$ cat src/rtl/dmem_pkg.sv
`default_nettype none
// ============================================================================
// Package     : dmem_pkg
// Description : Shared types and helpers for the data-memory controller:
//               RV32 load/store size codes, controller state encoding,
//               requester port indices and access legality checks.
// Revision    : 1.0 - initial release
// ============================================================================
package dmem_pkg;

    // Default byte-address width: 9-bit word address -> 2 KiB of dmem.
    localparam int unsigned BADDR_WIDTH = 11;

    // Requester indices; also the encoding of the last-grant flop.
    localparam logic c_PORT_P = 1'b0;
    localparam logic c_PORT_L = 1'b1;

    // Access size as carried in funct3[1:0].
    localparam logic [1:0] c_SZ_BYTE = 2'b00;
    localparam logic [1:0] c_SZ_HALF = 2'b01;
    localparam logic [1:0] c_SZ_WORD = 2'b10;

    typedef enum logic [2:0] {
        F3_B  = 3'b000,
        F3_H  = 3'b001,
        F3_W  = 3'b010,
        F3_BU = 3'b100,
        F3_HU = 3'b101
    } size_e;

    typedef enum logic [2:0] {
        ST_IDLE = 3'd0,
        ST_RD   = 3'd1,
        ST_WAIT = 3'd2,
        ST_WR   = 3'd3,
        ST_DONE = 3'd4
    } state_e;

    // Unknown size codes are always rejected; the unsigned variants only
    // make sense for loads.
    function automatic logic f3_illegal(input logic we, input logic [2:0] f3);
        logic r;
        case (f3)
            F3_B, F3_H, F3_W: r = 1'b0;
            F3_BU, F3_HU:     r = we;
            default:          r = 1'b1;
        endcase
        return r;
    endfunction

    // Halfwords must be 2-byte aligned, words 4-byte aligned.
    function automatic logic misaligned(input logic [2:0] f3, input logic [1:0] lane);
        logic r;
        case (f3[1:0])
            c_SZ_HALF: r = lane[0];
            c_SZ_WORD: r = |lane;
            default:   r = 1'b0;
        endcase
        return r;
    endfunction

endpackage : dmem_pkg
`default_nettype wire

$ cat src/rtl/dmem_ctrl_if.sv
`default_nettype none
// ============================================================================
// Interface   : dmem_ctrl_if
// Description : One requester's load/store channel into the dmem controller.
//               master : requester side (drives req/we/funct3/addr/wdata)
//               slave  : controller side (drives done/err/rdata)
//               req and all request fields are held stable until done.
// Revision    : 1.0 - initial release
// ============================================================================
interface dmem_ctrl_if;
    logic        req;
    logic        we;
    logic [2:0]  funct3;
    logic [31:0] addr;
    logic [31:0] wdata;
    logic        done;
    logic        err;
    logic [31:0] rdata;

    modport master (
        output req, we, funct3, addr, wdata,
        input  done, err, rdata
    );

    modport slave (
        input  req, we, funct3, addr, wdata,
        output done, err, rdata
    );
endinterface : dmem_ctrl_if
`default_nettype wire

$ cat src/rtl/dmem_lane_align.sv
`default_nettype none
// ============================================================================
// Module      : dmem_lane_align
// Description : Combinational byte-lane steering for the dmem controller.
//               Loads : pick byte/half/word from the RAM word by lane and
//                       sign- or zero-extend it.
//               Stores: merge a byte/half into the old RAM word (RMW).
// Ports       : i_funct3     RV32 size code of the access
//               i_lane       byte address bits [1:0]
//               i_ram_word   word read from dmem
//               i_store_data right-aligned store data (low half is enough)
//               o_load_data  extended load result
//               o_merged     RAM word with the new lane inserted
// Revision    : 1.0 - initial release
// ============================================================================
module dmem_lane_align
    import dmem_pkg::*;
(
    input  wire  [2:0]  i_funct3,
    input  wire  [1:0]  i_lane,
    input  wire  [31:0] i_ram_word,
    input  wire  [15:0] i_store_data,
    output logic [31:0] o_load_data,
    output logic [31:0] o_merged
);

    logic [7:0]  w_byte;
    logic [15:0] w_half;
    logic        w_signed;
    logic        w_is_half;

    assign w_byte    = i_ram_word[{i_lane, 3'b000} +: 8];
    assign w_half    = i_lane[1] ? i_ram_word[31:16] : i_ram_word[15:0];
    // funct3[2] marks the unsigned (BU/HU) variants.
    assign w_signed  = ~i_funct3[2];
    assign w_is_half = (i_funct3[1:0] == c_SZ_HALF);

    always_comb begin
        o_load_data = i_ram_word;
        case (i_funct3[1:0])
            c_SZ_BYTE: o_load_data = {{24{w_signed & w_byte[7]}}, w_byte};
            c_SZ_HALF: o_load_data = {{16{w_signed & w_half[15]}}, w_half};
            default:   o_load_data = i_ram_word;
        endcase
    end

    // Each byte lane either keeps the old RAM byte or takes the new data.
    // A half store covers lanes {0,1} or {2,3} selected by lane[1].
    for (genvar gi = 0; gi < 4; gi++) begin : g_byte_merge
        localparam logic [1:0] c_LANE = 2'(gi);
        logic       w_hit;
        logic [7:0] w_new;

        assign w_hit = w_is_half ? (i_lane[1] == c_LANE[1]) : (i_lane == c_LANE);
        assign w_new = w_is_half ? i_store_data[8*(gi%2) +: 8] : i_store_data[7:0];
        assign o_merged[8*gi +: 8] = w_hit ? w_new : i_ram_word[8*gi +: 8];
    end

endmodule : dmem_lane_align
`default_nettype wire

$ cat src/rtl/dmem_ctrl.sv
`default_nettype none
// ============================================================================
// Module      : dmem_ctrl
// Description : Shares a 1-cycle-read-latency word RAM between the pipeline
//               MEM stage (port P) and the loader (port L). Round-robin
//               arbitration, RV32 B/H/W loads with extension, sub-word
//               stores as read-modify-write, error flagging for illegal,
//               misaligned or out-of-range accesses.
// Ports       : i_clk, i_rst_n     clock, async active-low reset
//               p_if, l_if         requester channels (slave side)
//               o_ram_we/addr/wdata registered dmem controls
//               i_ram_rdata        dmem read word, 1 edge after o_ram_addr
//               o_busy             controller not idle
// Revision    : 1.0 - initial release
// ============================================================================
module dmem_ctrl
    import dmem_pkg::*;
#(
    parameter int unsigned ADDR_WIDTH = BADDR_WIDTH - 2,
    parameter int unsigned DATA_WIDTH = 32
)(
    input  wire                   i_clk,
    input  wire                   i_rst_n,
    dmem_ctrl_if.slave            p_if,
    dmem_ctrl_if.slave            l_if,
    output logic                  o_ram_we,
    output logic [ADDR_WIDTH-1:0] o_ram_addr,
    output logic [DATA_WIDTH-1:0] o_ram_wdata,
    input  wire  [DATA_WIDTH-1:0] i_ram_rdata,
    output logic                  o_busy
);

    localparam int unsigned c_BADDR_W = ADDR_WIDTH + 2;

    if (DATA_WIDTH != 32) begin : g_width_check
        $error("dmem_ctrl: DATA_WIDTH must be 32");
    end

    // ------------------------------------------------------------------
    // State
    // ------------------------------------------------------------------
    state_e                  state_q,      state_d;
    logic                    last_grant_q, last_grant_d;  // also the current owner
    logic                    op_we_q,      op_we_d;
    logic [2:0]              op_f3_q,      op_f3_d;
    logic [1:0]              op_lane_q,    op_lane_d;
    logic [15:0]             op_wdata_q,   op_wdata_d;
    logic                    ram_we_q,     ram_we_d;
    logic [ADDR_WIDTH-1:0]   ram_addr_q,   ram_addr_d;
    logic [DATA_WIDTH-1:0]   ram_wdata_q,  ram_wdata_d;
    logic [1:0]              done_q,       done_d;
    logic [1:0]              err_q,        err_d;
    logic [1:0][31:0]        rdata_q,      rdata_d;

    // ------------------------------------------------------------------
    // Arbitration and request mux
    // ------------------------------------------------------------------
    logic        w_any_req;
    logic        w_grant;
    logic        w_sel_we;
    logic [2:0]  w_sel_f3;
    logic [31:0] w_sel_addr;
    logic [31:0] w_sel_wdata;
    logic        w_err;

    assign w_any_req = p_if.req | l_if.req;
    // On contention the port that did not win last time goes next.
    assign w_grant   = (p_if.req & l_if.req) ? ~last_grant_q
                     : (p_if.req ? c_PORT_P : c_PORT_L);

    assign w_sel_we    = (w_grant == c_PORT_L) ? l_if.we     : p_if.we;
    assign w_sel_f3    = (w_grant == c_PORT_L) ? l_if.funct3 : p_if.funct3;
    assign w_sel_addr  = (w_grant == c_PORT_L) ? l_if.addr   : p_if.addr;
    assign w_sel_wdata = (w_grant == c_PORT_L) ? l_if.wdata  : p_if.wdata;

    assign w_err = f3_illegal(w_sel_we, w_sel_f3)
                 | misaligned(w_sel_f3, w_sel_addr[1:0])
                 | (|w_sel_addr[31:c_BADDR_W]);

    // ------------------------------------------------------------------
    // Lane steering on the word coming back from RAM
    // ------------------------------------------------------------------
    logic [31:0] w_load_data;
    logic [31:0] w_merged;

    dmem_lane_align u_lane_align (
        .i_funct3     (op_f3_q),
        .i_lane       (op_lane_q),
        .i_ram_word   (i_ram_rdata),
        .i_store_data (op_wdata_q),
        .o_load_data  (w_load_data),
        .o_merged     (w_merged)
    );

    // ------------------------------------------------------------------
    // Next-state logic
    // ------------------------------------------------------------------
    always_comb begin
        state_d      = state_q;
        last_grant_d = last_grant_q;
        op_we_d      = op_we_q;
        op_f3_d      = op_f3_q;
        op_lane_d    = op_lane_q;
        op_wdata_d   = op_wdata_q;
        ram_we_d     = ram_we_q;
        ram_addr_d   = ram_addr_q;
        ram_wdata_d  = ram_wdata_q;
        done_d       = done_q;
        err_d        = err_q;
        rdata_d      = rdata_q;

        case (state_q)
            ST_IDLE: begin
                if (w_any_req) begin
                    last_grant_d = w_grant;
                    op_we_d      = w_sel_we;
                    op_f3_d      = w_sel_f3;
                    op_lane_d    = w_sel_addr[1:0];
                    op_wdata_d   = w_sel_wdata[15:0];
                    if (w_err) begin
                        // Rejected: report at once, RAM is never touched.
                        done_d[w_grant]  = 1'b1;
                        err_d[w_grant]   = 1'b1;
                        rdata_d[w_grant] = '0;
                        state_d          = ST_DONE;
                    end else begin
                        ram_addr_d = w_sel_addr[c_BADDR_W-1:2];
                        if (w_sel_we && (w_sel_f3[1:0] == c_SZ_WORD)) begin
                            // Full word store needs no read.
                            ram_wdata_d = w_sel_wdata;
                            ram_we_d    = 1'b1;
                            state_d     = ST_WR;
                        end else begin
                            // Loads and sub-word stores start with a read.
                            ram_we_d = 1'b0;
                            state_d  = ST_RD;
                        end
                    end
                end
            end

            ST_RD: begin
                state_d = ST_WAIT;
            end

            ST_WAIT: begin
                if (op_we_q) begin
                    ram_wdata_d = w_merged;
                    ram_we_d    = 1'b1;
                    state_d     = ST_WR;
                end else begin
                    rdata_d[last_grant_q] = w_load_data;
                    done_d[last_grant_q]  = 1'b1;
                    state_d               = ST_DONE;
                end
            end

            ST_WR: begin
                ram_we_d             = 1'b0;
                done_d[last_grant_q] = 1'b1;
                state_d              = ST_DONE;
            end

            ST_DONE: begin
                // Requests are ignored here; the requester may drop req now.
                done_d  = '0;
                err_d   = '0;
                rdata_d = '0;
                state_d = ST_IDLE;
            end

            default: begin
                ram_we_d = 1'b0;
                done_d   = '0;
                err_d    = '0;
                rdata_d  = '0;
                state_d  = ST_IDLE;
            end
        endcase
    end

    // ------------------------------------------------------------------
    // Registers
    // ------------------------------------------------------------------
    always_ff @(posedge i_clk or negedge i_rst_n) begin
        if (!i_rst_n) begin
            state_q      <= ST_IDLE;
            last_grant_q <= c_PORT_L;   // P wins the first contention
            op_we_q      <= 1'b0;
            op_f3_q      <= '0;
            op_lane_q    <= '0;
            op_wdata_q   <= '0;
            ram_we_q     <= 1'b0;
            ram_addr_q   <= '0;
            ram_wdata_q  <= '0;
            done_q       <= '0;
            err_q        <= '0;
            rdata_q      <= '0;
        end else begin
            state_q      <= state_d;
            last_grant_q <= last_grant_d;
            op_we_q      <= op_we_d;
            op_f3_q      <= op_f3_d;
            op_lane_q    <= op_lane_d;
            op_wdata_q   <= op_wdata_d;
            ram_we_q     <= ram_we_d;
            ram_addr_q   <= ram_addr_d;
            ram_wdata_q  <= ram_wdata_d;
            done_q       <= done_d;
            err_q        <= err_d;
            rdata_q      <= rdata_d;
        end
    end

    // ------------------------------------------------------------------
    // Outputs
    // ------------------------------------------------------------------
    assign o_ram_we    = ram_we_q;
    assign o_ram_addr  = ram_addr_q;
    assign o_ram_wdata = ram_wdata_q;
    assign o_busy      = (state_q != ST_IDLE);

    assign p_if.done  = done_q[c_PORT_P];
    assign p_if.err   = err_q[c_PORT_P];
    assign p_if.rdata = rdata_q[c_PORT_P];
    assign l_if.done  = done_q[c_PORT_L];
    assign l_if.err   = err_q[c_PORT_L];
    assign l_if.rdata = rdata_q[c_PORT_L];

endmodule : dmem_ctrl
`default_nettype wire

$ cat src/flat_wrapper.sv
// flat-port wrapper written by rule: the top's interface ports become plain ports
module dmem_ctrl_flat import dmem_pkg::*;
#(
    parameter int unsigned ADDR_WIDTH = BADDR_WIDTH - 2,
    parameter int unsigned DATA_WIDTH = 32
)
  (i_clk, i_rst_n, o_ram_we, o_ram_addr, o_ram_wdata, i_ram_rdata, o_busy, p_if_req, p_if_we, p_if_funct3, p_if_addr, p_if_wdata, p_if_done, p_if_err, p_if_rdata, l_if_req, l_if_we, l_if_funct3, l_if_addr, l_if_wdata, l_if_done, l_if_err, l_if_rdata);
  dmem_ctrl_if p_if_i ();
  dmem_ctrl_if l_if_i ();
  input  wire i_clk;
  input  wire i_rst_n;
  output logic o_ram_we;
  output logic [ADDR_WIDTH-1:0] o_ram_addr;
  output logic [DATA_WIDTH-1:0] o_ram_wdata;
  input  wire  [DATA_WIDTH-1:0] i_ram_rdata;
  output logic o_busy;
  input wire logic [$bits(p_if_i.req)-1:0] p_if_req;
  input wire logic [$bits(p_if_i.we)-1:0] p_if_we;
  input wire logic [$bits(p_if_i.funct3)-1:0] p_if_funct3;
  input wire logic [$bits(p_if_i.addr)-1:0] p_if_addr;
  input wire logic [$bits(p_if_i.wdata)-1:0] p_if_wdata;
  output wire logic [$bits(p_if_i.done)-1:0] p_if_done;
  output wire logic [$bits(p_if_i.err)-1:0] p_if_err;
  output wire logic [$bits(p_if_i.rdata)-1:0] p_if_rdata;
  input wire logic [$bits(l_if_i.req)-1:0] l_if_req;
  input wire logic [$bits(l_if_i.we)-1:0] l_if_we;
  input wire logic [$bits(l_if_i.funct3)-1:0] l_if_funct3;
  input wire logic [$bits(l_if_i.addr)-1:0] l_if_addr;
  input wire logic [$bits(l_if_i.wdata)-1:0] l_if_wdata;
  output wire logic [$bits(l_if_i.done)-1:0] l_if_done;
  output wire logic [$bits(l_if_i.err)-1:0] l_if_err;
  output wire logic [$bits(l_if_i.rdata)-1:0] l_if_rdata;
  assign p_if_i.req = p_if_req;
  assign p_if_i.we = p_if_we;
  assign p_if_i.funct3 = p_if_funct3;
  assign p_if_i.addr = p_if_addr;
  assign p_if_i.wdata = p_if_wdata;
  assign p_if_done = p_if_i.done;
  assign p_if_err = p_if_i.err;
  assign p_if_rdata = p_if_i.rdata;
  assign l_if_i.req = l_if_req;
  assign l_if_i.we = l_if_we;
  assign l_if_i.funct3 = l_if_funct3;
  assign l_if_i.addr = l_if_addr;
  assign l_if_i.wdata = l_if_wdata;
  assign l_if_done = l_if_i.done;
  assign l_if_err = l_if_i.err;
  assign l_if_rdata = l_if_i.rdata;
  dmem_ctrl #(.ADDR_WIDTH(ADDR_WIDTH), .DATA_WIDTH(DATA_WIDTH)) u_core (.i_clk(i_clk), .i_rst_n(i_rst_n), .p_if(p_if_i), .l_if(l_if_i), .o_ram_we(o_ram_we), .o_ram_addr(o_ram_addr), .o_ram_wdata(o_ram_wdata), .i_ram_rdata(i_ram_rdata), .o_busy(o_busy));
endmodule
$ cat config.mk
export PLATFORM = sky130hd
export DESIGN_NAME = dmem_ctrl_flat
export DESIGN_NICKNAME = d
export VERILOG_FILES = /design/src/rtl/dmem_pkg.sv /design/src/rtl/dmem_ctrl_if.sv /design/src/rtl/dmem_lane_align.sv /design/src/rtl/dmem_ctrl.sv /design/src/flat_wrapper.sv
export SDC_FILE = /design/constraint.sdc
export NUM_CORES = 1
export LEC_CHECK = 0
export BUFFER_PORTS_ARGS = -buffer_cell sky130_fd_sc_hd__buf_2
export CORE_MARGIN = 3
export CORE_UTILIZATION = 49
export CTS_CLUSTER_DIAMETER = 50
export DETAILED_ROUTE_END_ITERATION = 10
export GPL_TIMING_DRIVEN = 0
export PLACE_DENSITY = 0.79
export SLEW_MARGIN = 20
export SYNTH_ARGS = -nofsm -noshare
export SYNTH_HDL_FRONTEND = slang
export SYNTH_SLANG_ARGS = --single-unit
$ cat constraint.sdc
create_clock -name i_clk -period 3.9 [get_ports i_clk]
set_input_delay 0.78 -clock i_clk [delete_from_list [all_inputs] [get_ports i_clk]]
set_output_delay 0.78 -clock i_clk [all_outputs]
set_load 0.005 [all_outputs]
# --- After elaboration in Yosys (flattened, before gate mapping) ---
# Index checks and enable logic that the tools add are counted.
word_totals:
  regBits: 136
  out_inout_bits: 111
op_classes:
  n_bitwise: 19
  n_shift: 1
  muxes: 54
  eq_ne: 20
  n_lt_le_gt_ge: 4
  n_reduce_logical: 23
ops:
  columns: ["op", "count"]
  rows:
  - ["two-way mux 32 bit", 8]
  - ["two-way mux 64 bit", 3]
  - ["case mux 64 bit (3 select lines)", 1]
  - ["case mux 32 bit (2 select lines)", 2]
  - ["bitwise AND 64 bit", 1]
  - ["bitwise mux 64 bit", 1]
  - ["demux 32 bit (select 1 bit)", 2]
  - ["NOT 64 bit", 1]
  - ["two-way mux 8 bit", 5]
  - ["indexed part select 32 x 6 -> 8 bit", 1]
  - ["OR reduction 21 bit", 1]
  - ["two-way mux 16 bit", 1]
  - ["two-way mux 1 bit", 13]
  - ["two-way mux 2 bit", 6]
  - ["two-way mux 3 bit", 4]
  - ["case mux 3 bit (4 select lines)", 1]
  - ["AND reduction 4 bit", 3]
  - ["== test 3 x 2 -> 1 bit (second input constant)", 3]
  - ["== test 3 bit (second input constant)", 3]
  - ["!= test 2 x 1 -> 1 bit (second input constant)", 4]
  - ["NOT 1 bit", 8]
  - ["case mux 2 bit (4 select lines)", 1]
  - ["OR reduction 2 bit", 4]
  - ["== test 2 x 1 -> 1 bit (second input constant)", 3]
  - ["other kinds (21)", 41]

# --- Depth between registers and ports, before layout ---
# Gate-level depths: netlist of run 1.
logic_depth:
  depth_word: 11
  ltp_mapped: 16

# --- Modules after synthesis ---
# A second synthesis of run 1 with hierarchy kept.
hier_totals:
  cells_unflattened: 735
  area_unflattened_um2: 7629.8
modules_own_cells:
  columns: ["module", "area_each_um2", "instances", "cells_each", "seq_area_each_um2"]
  rows:
  - ["dmem_ctrl", 6252.2, 1, 552, 3404.5]
  - ["dmem_lane_align", 1377.6, 1, 183, 0.0]

# --- Least setup slack after synthesis of run 1 ---
# OpenSTA, ideal clock, no wires.
synth_path:
  path_kind: "input port to flip-flop"
  start: "input port l_if_req"
  end: "register u_core.ram_wdata_q[20], in the netlist u_core.o_ram_wdata[20]"
  setup_slack_ps: 246
  arrival_ps: 3526
  path_buffers: 5
  setup_time_ps: 128
  path_stages: 15
  path_cell_list: "nand2b_1 -> and2_1 -> buf_2 -> buf_2 -> buf_2 -> mux2i_1 -> ha_1 -> o21ai_0 -> a21boi_0 -> a211oi_1 -> o22a_1 -> buf_6 -> a32oi_4 -> buf_6 -> mux2_1"
synth_via:
  elab_chain_cells: 10
  elab_cells_between_ends: 31
synth_lines:
  columns: ["item", "line_no", "rtl"]
  rows:
  - ["from (decl)", "flat_wrapper.sv:25", "input wire logic [$bits(l_if_i.req)-1:0] l_if_req;"]
  - ["bitwise AND 1 bit", "dmem_ctrl.sv:68", "assign w_grant = (p_if.req & l_if.req) ? ~last_grant_q"]
  - ["two-way mux 1 bit", "dmem_ctrl.sv:68", null]
  - ["two-way mux 3 bit", "dmem_ctrl.sv:72", "assign w_sel_f3 = (w_grant == c_PORT_L) ? l_if.funct3 : p_if.funct3;"]
  - ["== test 3 x 1 -> 1 bit (tied with other cells)", "dmem_pkg.sv:43", "case (f3)"]
  - ["OR reduction 3 bit or OR reduction 2 bit (tied branches)", "dmem_pkg.sv:43", null]
  - ["case mux 1 bit (2 select lines)", "dmem_pkg.sv:43", null]
  - ["bitwise OR 1 bit", "dmem_ctrl.sv:77", "| misaligned(w_sel_f3, w_sel_addr[1:0])"]
  - ["bitwise OR 1 bit", "dmem_ctrl.sv:78", "| (|w_sel_addr[31:c_BADDR_W]);"]
  - ["!= test 2 bit (no source line)", null, null]
  - ["AND reduction 5 bit (no source line)", null, null]
  - ["to (signal assigned)", "dmem_ctrl.sv:208", "ram_wdata_q <= ram_wdata_d;"]
  - ["to (decl)", "dmem_ctrl.sv:50", "logic [DATA_WIDTH-1:0] ram_wdata_q, ram_wdata_d;"]
# Parallel ways exist; a longest one is shown, timed or not. The select of a mux whose other input is x is not followed.
# A chain may end at the register's enable or synchronous reset.

# --- Final worst setup path of run 1 ---
layout_path:
  start: "register u_core.last_grant_q"
  end: "register u_core.ram_wdata_q[20], in the netlist u_core.o_ram_wdata[20]"
layout_via:
  elab_chain_cells: 10
  elab_cells_between_ends: 29
layout_lines:
  columns: ["item", "line_no", "rtl"]
  rows:
  - ["from (decl)", "dmem_ctrl.sv:43", "logic last_grant_q, last_grant_d;"]
  - ["from (signal assigned)", "dmem_ctrl.sv:188", "last_grant_q <= c_PORT_L;"]
  - ["from (signal assigned)", "dmem_ctrl.sv:201", "last_grant_q <= last_grant_d;"]
  - ["NOT 1 bit (*)", "dmem_ctrl.sv:68", null]
  - ["two-way mux 1 bit (*)", "dmem_ctrl.sv:68", null]
  - ["two-way mux 3 bit", "dmem_ctrl.sv:72", null]
  - ["== test 3 x 1 -> 1 bit (tied with other cells)", "dmem_pkg.sv:43", null]
  - ["OR reduction 3 bit or OR reduction 2 bit (tied branches)", "dmem_pkg.sv:43", null]
  - ["case mux 1 bit (2 select lines)", "dmem_pkg.sv:43", null]
  - ["bitwise OR 1 bit", "dmem_ctrl.sv:77", null]
  - ["bitwise OR 1 bit", "dmem_ctrl.sv:78", null]
  - ["!= test 2 bit (no source line)", null, null]
  - ["AND reduction 5 bit (no source line)", null, null]
# Mark *: on every way between the ends. The rest lies on a longest branch, timed or not. The select of a mux whose other input is x is not followed.

==> results of run 1 <==
## final timing paths
path                                          endpoint  depth (start not counted)
worst min register to register   u_core.op_wdata_q[13]                          2
min in group i_clk               u_core.op_wdata_q[13]                          2
max in group asynchronous          u_core.last_grant_q                          2
worst max-delay path            u_core.o_ram_wdata[20]                         14
worst max register to register  u_core.o_ram_wdata[20]                         14
worst min-delay path             u_core.p_if.rdata[14]                          1
## critical path: stages, from the launching register on
cell and delay, ns:
dfstp_2 0.60, nand2b_1 0.18, and2_1 0.13, buf_2 0.20
buf_12 0.19, mux2i_4 0.32, ha_2 0.27, o21ai_0 0.09
a21boi_0 0.19, a211oi_1 0.08, o22a_1 0.23, buf_6 0.14
a32oi_4 0.39, buf_8 0.22, mux2_1 0.34
## sequential cells by signal, summed over array words and instances (netlist names)
name / flops
u_core.state_q: 3
u_core.op_f3_q: 3
u_core.o_ram_addr: 9
u_core.p_if.rdata: 32
u_core.o_ram_we: 1
u_core.op_we_q: 1
u_core.l_if.rdata: 32
u_core.op_wdata_q: 16
u_core.op_lane_q: 2
u_core.done_q: 2
u_core.last_grant_q: 1
u_core.o_ram_wdata: 32
u_core.err_q: 2
## cell type report
type / instances / share of cell area, %
Timing Repair Buffer: 283 / 15.2
Clock buffer: 22 / 4.88
Antenna cell: 1 / 0.0263
Buffer: 54 / 3.09
Inverter: 26 / 1.03
Clock inverter: 9 / 1.05
Multi-Input combinational cell: 502 / 36.5
Tap cell: 180 / 2.37
Sequential cell: 136 / 35.8
## cell families after synthesis
kind of cell    share of synthesized area (%)
fa+ha+maj                               0.520
mux                                      10.7
flops                                    47.2
compound gates                           24.3
simple gates                             12.2
buf+inv                                  5.18
## what timing repair did
action	in CTS	in global routing
setup buffers	0	0
pin swaps	0	1
endpoints found under the setup margin	107	94
gates resized for setup	7	6
hold endpoints to repair	0	0
## per-stage QoR
stage	instance area [um2]	power (mW)	cells	util (%)	worst slack (ns)
5_1_grt	9510	4.15	1213	67.2	0.0146
4_1_cts	9490	3.98	1213	67.1	0.0133
2_1_floorplan	7220	2.07	719	-	0.246
3_3_place_gp	8860	2.41	1181	62.6	-0.547
6_report	9510	3.99	1213	67.2	0.211
3_5_place_dp	8890	2.43	1182	62.9	-0.618
## cell usage after synthesis (all sizes together) (2+ instances only)
cell	n
nor2	25
a221o	7
nand2	81
mux2	17
a31oi	12
buf	27
a211o	2
a21oi	65
nor4	8
mux2i	51
nor2b	19
and3	8
a41oi	10
nor3	7
and2	5
nand4	2
o22ai	20
a32o	7
a21boi	5
a22o	64
clkbuf	28
ha	3
inv	26
a211oi	17
nand2b	22
o32ai	2
dfrtp	135
o21ai	28
## layer usage
layer	global-route usage [%]	up-vias	wire length, um
li1	-	3260	-
met4	11.4	0	766
met2	52.0	406	12500
met5	0	-	0
met1	38.4	3415	9720
met3	6.69	49	2120
## power breakdown
group          leakage (nW)  internal [mW]  switching (mW)
sequential             1.76           1.48          0.0658
combinational          3.04          0.327           0.570
clock                 0.276          0.964           0.589
## layout by cell type (no fill, tap or decap), drive strengths merged, types with 19 or more instances in the layout
cell type	Yosys	layout
o21ai	28	28
nand2	81	81
clkbuf	28	50
mux2i	51	51
nand2b	22	22
o22ai	20	20
a21oi	65	65
nor2b	19	19
nor2	25	25
a22o	64	64
dfrtp	135	135
buf	27	309
inv	26	26
==> impl_metrics.env, run 1 <==
export IMPL_regToRegSetupSlack_ns=0.21
export IMPL_wl_per_cell_um=20.7
export IMPL_netlist_top_cells_area="dfrtp_1, a22o_1, mux2i_1"
export IMPL_ctsHoldBuffers=0
export IMPL_finalWirelength_um=25100
export IMPL_clk_latency_ns=0.42
export IMPL_crit_path_max_fanout=19
export IMPL_overflow=0
export IMPL_drcViolationCount=0
export IMPL_fin_worst_skew_ns=0.00761
export IMPL_area_growth_pct=31.7
export IMPL_ff_latch_area_um2=3400
export IMPL_slew_viol_final=0
export IMPL_ys_ff_latch=136
export IMPL_start_kind="flop"
export IMPL_max_freq_mhz=271
export IMPL_crit_required_ns=4.21
export IMPL_ys_seq_area_share_pct=47.2
export IMPL_tns_ns=0
export IMPL_io_pins=283
export IMPL_clk_path_buf_depth=2
export IMPL_setup_violations=0
export IMPL_startpoint="u_core.last_grant_q"
export IMPL_p_per_area_nw_per_um2=420
export IMPL_antenna_found_initial=1
export IMPL_die_area_um2=16200
export IMPL_netlist_area_um2=7220
export IMPL_die_h_um=127
export IMPL_yosys_warnings=0
export IMPL_grt_pass1_vias=7149
export IMPL_hp_class="primary input to async pin"
export IMPL_tightestPinTransition_ns=0.759
export IMPL_grt_total_usage_pct=30.6
export IMPL_via_count=7130
export IMPL_leakage_nw=5.08
export IMPL_die_w_um=127
export IMPL_netlist_instances=719
export IMPL_multi_input_area_um2=3470
export IMPL_postRouteAntennaNets=0
export IMPL_synth_cell_type_count=52
export IMPL_grt_max_degree=89
export IMPL_r2r_start="u_core.last_grant_q"
export IMPL_initial_core_util_pct=51.0
export IMPL_clk_pin_slew_ns=0.06
export IMPL_fin_crit_sh_pct=94.6
export IMPL_cts_root_buf="clkbuf_16"
export IMPL_gp_congestion=0.956
export IMPL_io_buffers=282
export IMPL_yosys_area_top_type="dfrtp_1"
export IMPL_async_flop_share_pct=100
export IMPL_core_area_um2=14100
export IMPL_period_needed_ns=3.69
export IMPL_grt_pass1_wl_um=38400
export IMPL_place_hpwl_um=19600
export IMPL_crit_arrival_ns=4.00
export IMPL_clock_sinks=136
export IMPL_status="completed"
export IMPL_htreeDepth=4
export IMPL_finalHoldViolCount=0
export IMPL_netlist_area_leader_share_pct=46.8
export IMPL_peakVddDrop_v=0.000369
export IMPL_via_per_inst=5.88
export IMPL_crit_path_end_kind="flop"
export IMPL_max_slew_margin_rel_pct=49.4
export IMPL_synth_edf_count=0
export IMPL_dominantRegCellSynth="dfrtp_1"
export IMPL_drt_iter0_markers=608
export IMPL_fin_nets=1195
export IMPL_worstSetupPathType="flop to flop"
export IMPL_maxCapViolCount=0
export IMPL_rsz0062_at_grt="false"
export IMPL_drt_pre_antenna_iters=7
export IMPL_avgSynthCellArea_um2=10.0
export IMPL_fill_cells=1192
export IMPL_whs_ns=0.250
export IMPL_synth_nets=894
export IMPL_row_count=43
export IMPL_numCtsBuffers=17
export IMPL_cts_tree="built"
export IMPL_layout_drive_gt1_share_pct=34.8
No activity file was read; power rests on OpenSTA's default activity.
==> run 2, diff against run 1 <==
--- a/config.mk
+++ b/config.mk
@@ -6,12 +6,15 @@
 export NUM_CORES = 1
 export LEC_CHECK = 0
 export BUFFER_PORTS_ARGS = -buffer_cell sky130_fd_sc_hd__buf_2
+export CELL_PAD_IN_SITES_DETAIL_PLACEMENT = 1
+export CELL_PAD_IN_SITES_GLOBAL_PLACEMENT = 1
 export CORE_MARGIN = 3
-export CORE_UTILIZATION = 49
+export CORE_UTILIZATION = 37
 export CTS_CLUSTER_DIAMETER = 50
 export DETAILED_ROUTE_END_ITERATION = 10
 export GPL_TIMING_DRIVEN = 0
-export PLACE_DENSITY = 0.79
+export PLACE_DENSITY = 0.81
+export REMOVE_ABC_BUFFERS = 1
 export SLEW_MARGIN = 20
 export SYNTH_ARGS = -nofsm -noshare
 export SYNTH_HDL_FRONTEND = slang
==> run 2 against run 1 <==
  * Non-clock buffer count is 43 lower
  * Setup slack got worse by 0.069 ns
  * Critical endpoint is now u_core.o_ram_wdata[0]
  * Clock skew is 0.0018 ns higher
  * Largest power group unchanged
  * Largest cell class unchanged
  * Hold slack hardly changed
==> impl_metrics.env, run 2 (same netlist as run 1, synthesis figures left out) <==
export IMPL_status="completed"
export IMPL_tightestPinTransition_ns=0.988
export IMPL_crit_arrival_ns=4.06
export IMPL_area_growth_pct=33.6
export IMPL_drt_pre_antenna_iters=5
export IMPL_hp_class="primary input to async pin"
export IMPL_slew_viol_final=0
export IMPL_finalPower_mw=4.13
export IMPL_fin_nets=1155
export IMPL_mostFrequentLayoutCells="buf_2, dfrtp_1, nand2_1"
export IMPL_layout_drive_gt1_share_pct=37.1
export IMPL_rr_worst_depth=12
export IMPL_antenna_found_initial=5
export IMPL_wl_per_cell_um=22.4
export IMPL_setup_violations=0
export IMPL_crit_path_end_kind="flop"
export IMPL_crit_chain="nand2b_2, and2_4, mux2i_2, ha_2, nand2_1, a21boi_0, a211oi_2, o22a_4, a32oi_4, buf_12, buf_16, mux2_2"
export IMPL_finalWirelength_um=28100
export IMPL_maxCapViolCount=0
export IMPL_max_freq_mhz=266
export IMPL_cts_root_buf="clkbuf_16"
export IMPL_die_area_um2=21200
export IMPL_grt_max_degree=87
export IMPL_worst_slack_ns=0.142
export IMPL_htreeDepth=4
export IMPL_grt_pass1_vias=7394
export IMPL_numCtsBuffers=17
export IMPL_io_pins=283
export IMPL_via_count=6996
export IMPL_fill_cells=2173
export IMPL_rsz0062_at_grt="false"
export IMPL_clock_sinks=136
export IMPL_drt_iter0_markers=376
export IMPL_fin_worst_skew_ns=0.00941
export IMPL_ctsHoldBuffers=0
export IMPL_max_slew_margin_rel_pct=34.0
export IMPL_dpl_worst_slack_ns=-1.48
export IMPL_die_h_um=146
export IMPL_fin_crit_sh_pct=96.4
export IMPL_die_w_um=146
export IMPL_grt_total_usage_pct=26.0
export IMPL_max_stage_delay_ns=0.73
export IMPL_worstSetupPathType="flop to flop"
export IMPL_p_per_area_nw_per_um2=428
export IMPL_grt_pass1_wl_um=43500
export IMPL_peakVddDrop_v=0.000252
export IMPL_row_count=50
export IMPL_cts_tree="built"
export IMPL_overflow=0
export IMPL_io_buffers=282
export IMPL_period_needed_ns=3.76
export IMPL_clk_path_buf_depth=2
export IMPL_crit_path_top_delay_cell="dfstp_4"
export IMPL_drcViolationCount=0
export IMPL_core_area_um2=19000
export IMPL_leakage_nw=5.04
export IMPL_via_per_inst=5.56
export IMPL_gp_congestion=0.814
export IMPL_start_kind="flop"
export IMPL_postRouteAntennaNets=0
export IMPL_place_hpwl_um=20000
export IMPL_clk_latency_ns=0.42
export IMPL_crit_path_max_fanout=15
export IMPL_clk_pin_slew_ns=0.07
export IMPL_initial_core_util_pct=38.1
export IMPL_finalHoldViolCount=0
export IMPL_crit_required_ns=4.21
export IMPL_final_common_cell="buf_2"
run 2: cell types whose count changed in the layout (fill, tap and decap cells not counted), moves of 3 or more:
| cell | before | now |
|---|---|---|
| buf_16 | 1 | 4 |
| buf_4 | 1 | 4 |
| buf_2 | 296 | 281 |
| buf_1 | 3 | 0 |
| clkinv_4 | 0 | 6 |
| buf_6 | 4 | 1 |
| inv_6 | 0 | 4 |
| diode_2 | 1 | 5 |
| clkinv_2 | 5 | 0 |
| clkbuf_1 | 31 | 0 |
run 2: routing by layer:
metal  vias to the layer above  part of all wire [%]  track usage (%)
li1                       3200                     -                -
met1                      3461                    44             34.7
met2                       277                    48             42.1
met3                        58                   5.3             4.95
met4                         0                   2.6             9.73
met5                         -                     0                0
run 2: cell type report:
type                       count  area [um2]  area share (%)
timing repair buffer         294        1630            16.9
inverter                      26        97.6            1.01
antenna                        5        12.5           0.130
sequential                   136        3410            35.4
clock buffer                  17         425            4.41
tap                          260         325            3.37
multi-input combinational    505        3550            36.8
clock inverter                15         193            2.00
run 2: stage by stage:
stage	setup TNS, ns	hold WS (ns)	instances	instance area [um2]	utilization [%]
CTS	0	0.275	1250	9590	50.6
finish	0	0.250	1258	9640	50.9
detailed placement	-118.25	0.476	1211	8840	46.6
global route	0	0.284	1258	9640	50.9
floorplan	-97.57	0.450	664	6940	-
global placement	-302.32	0.463	1206	8680	45.8
run 2: power by group:
| group | total [mW] | switching, mW | leakage, nW | internal, mW |
|---|---|---|---|---|
| Clock | 1.70 | 0.684 | 0.295 | 1.02 |
| Combinational | 0.824 | 0.510 | 2.98 | 0.314 |
| Sequential | 1.60 | 0.128 | 1.76 | 1.48 |
run 2: repair_timing:
action	CTS	global route
cloned	3	0
buffers inserted	4	3
endpoints found under the setup margin	113	57
pin swaps	2	0
resized for setup	11	3
run 2: worst paths after layout:
kind / from / endpoint / slack, ns
max reg2reg: u_core.last_grant_q / u_core.o_ram_wdata[0] / 0.14
max in group asynchronous: i_rst_n / u_core.op_wdata_q[14] / 2.88
min reg2reg: u_core.l_if.rdata[13] / u_core.l_if.rdata[13] / 0.49
min in group i_clk: u_core.l_if.rdata[13] / u_core.l_if.rdata[13] / 0.49
min: i_rst_n / u_core.done_q[0] / 0.25
max: u_core.last_grant_q / u_core.o_ram_wdata[0] / 0.14
run 2: critical path, delay by kind of cell, from the launching register on:
kind	cells	cell delay, ns
multiplexers	2	0.68
AO/OA/AOI/OAI	4	1.05
AND/OR/NAND/NOR	3	0.54
adder cells (fa/ha/maj)	1	0.30
flip-flops	1	0.73
buffers and inverters	2	0.32
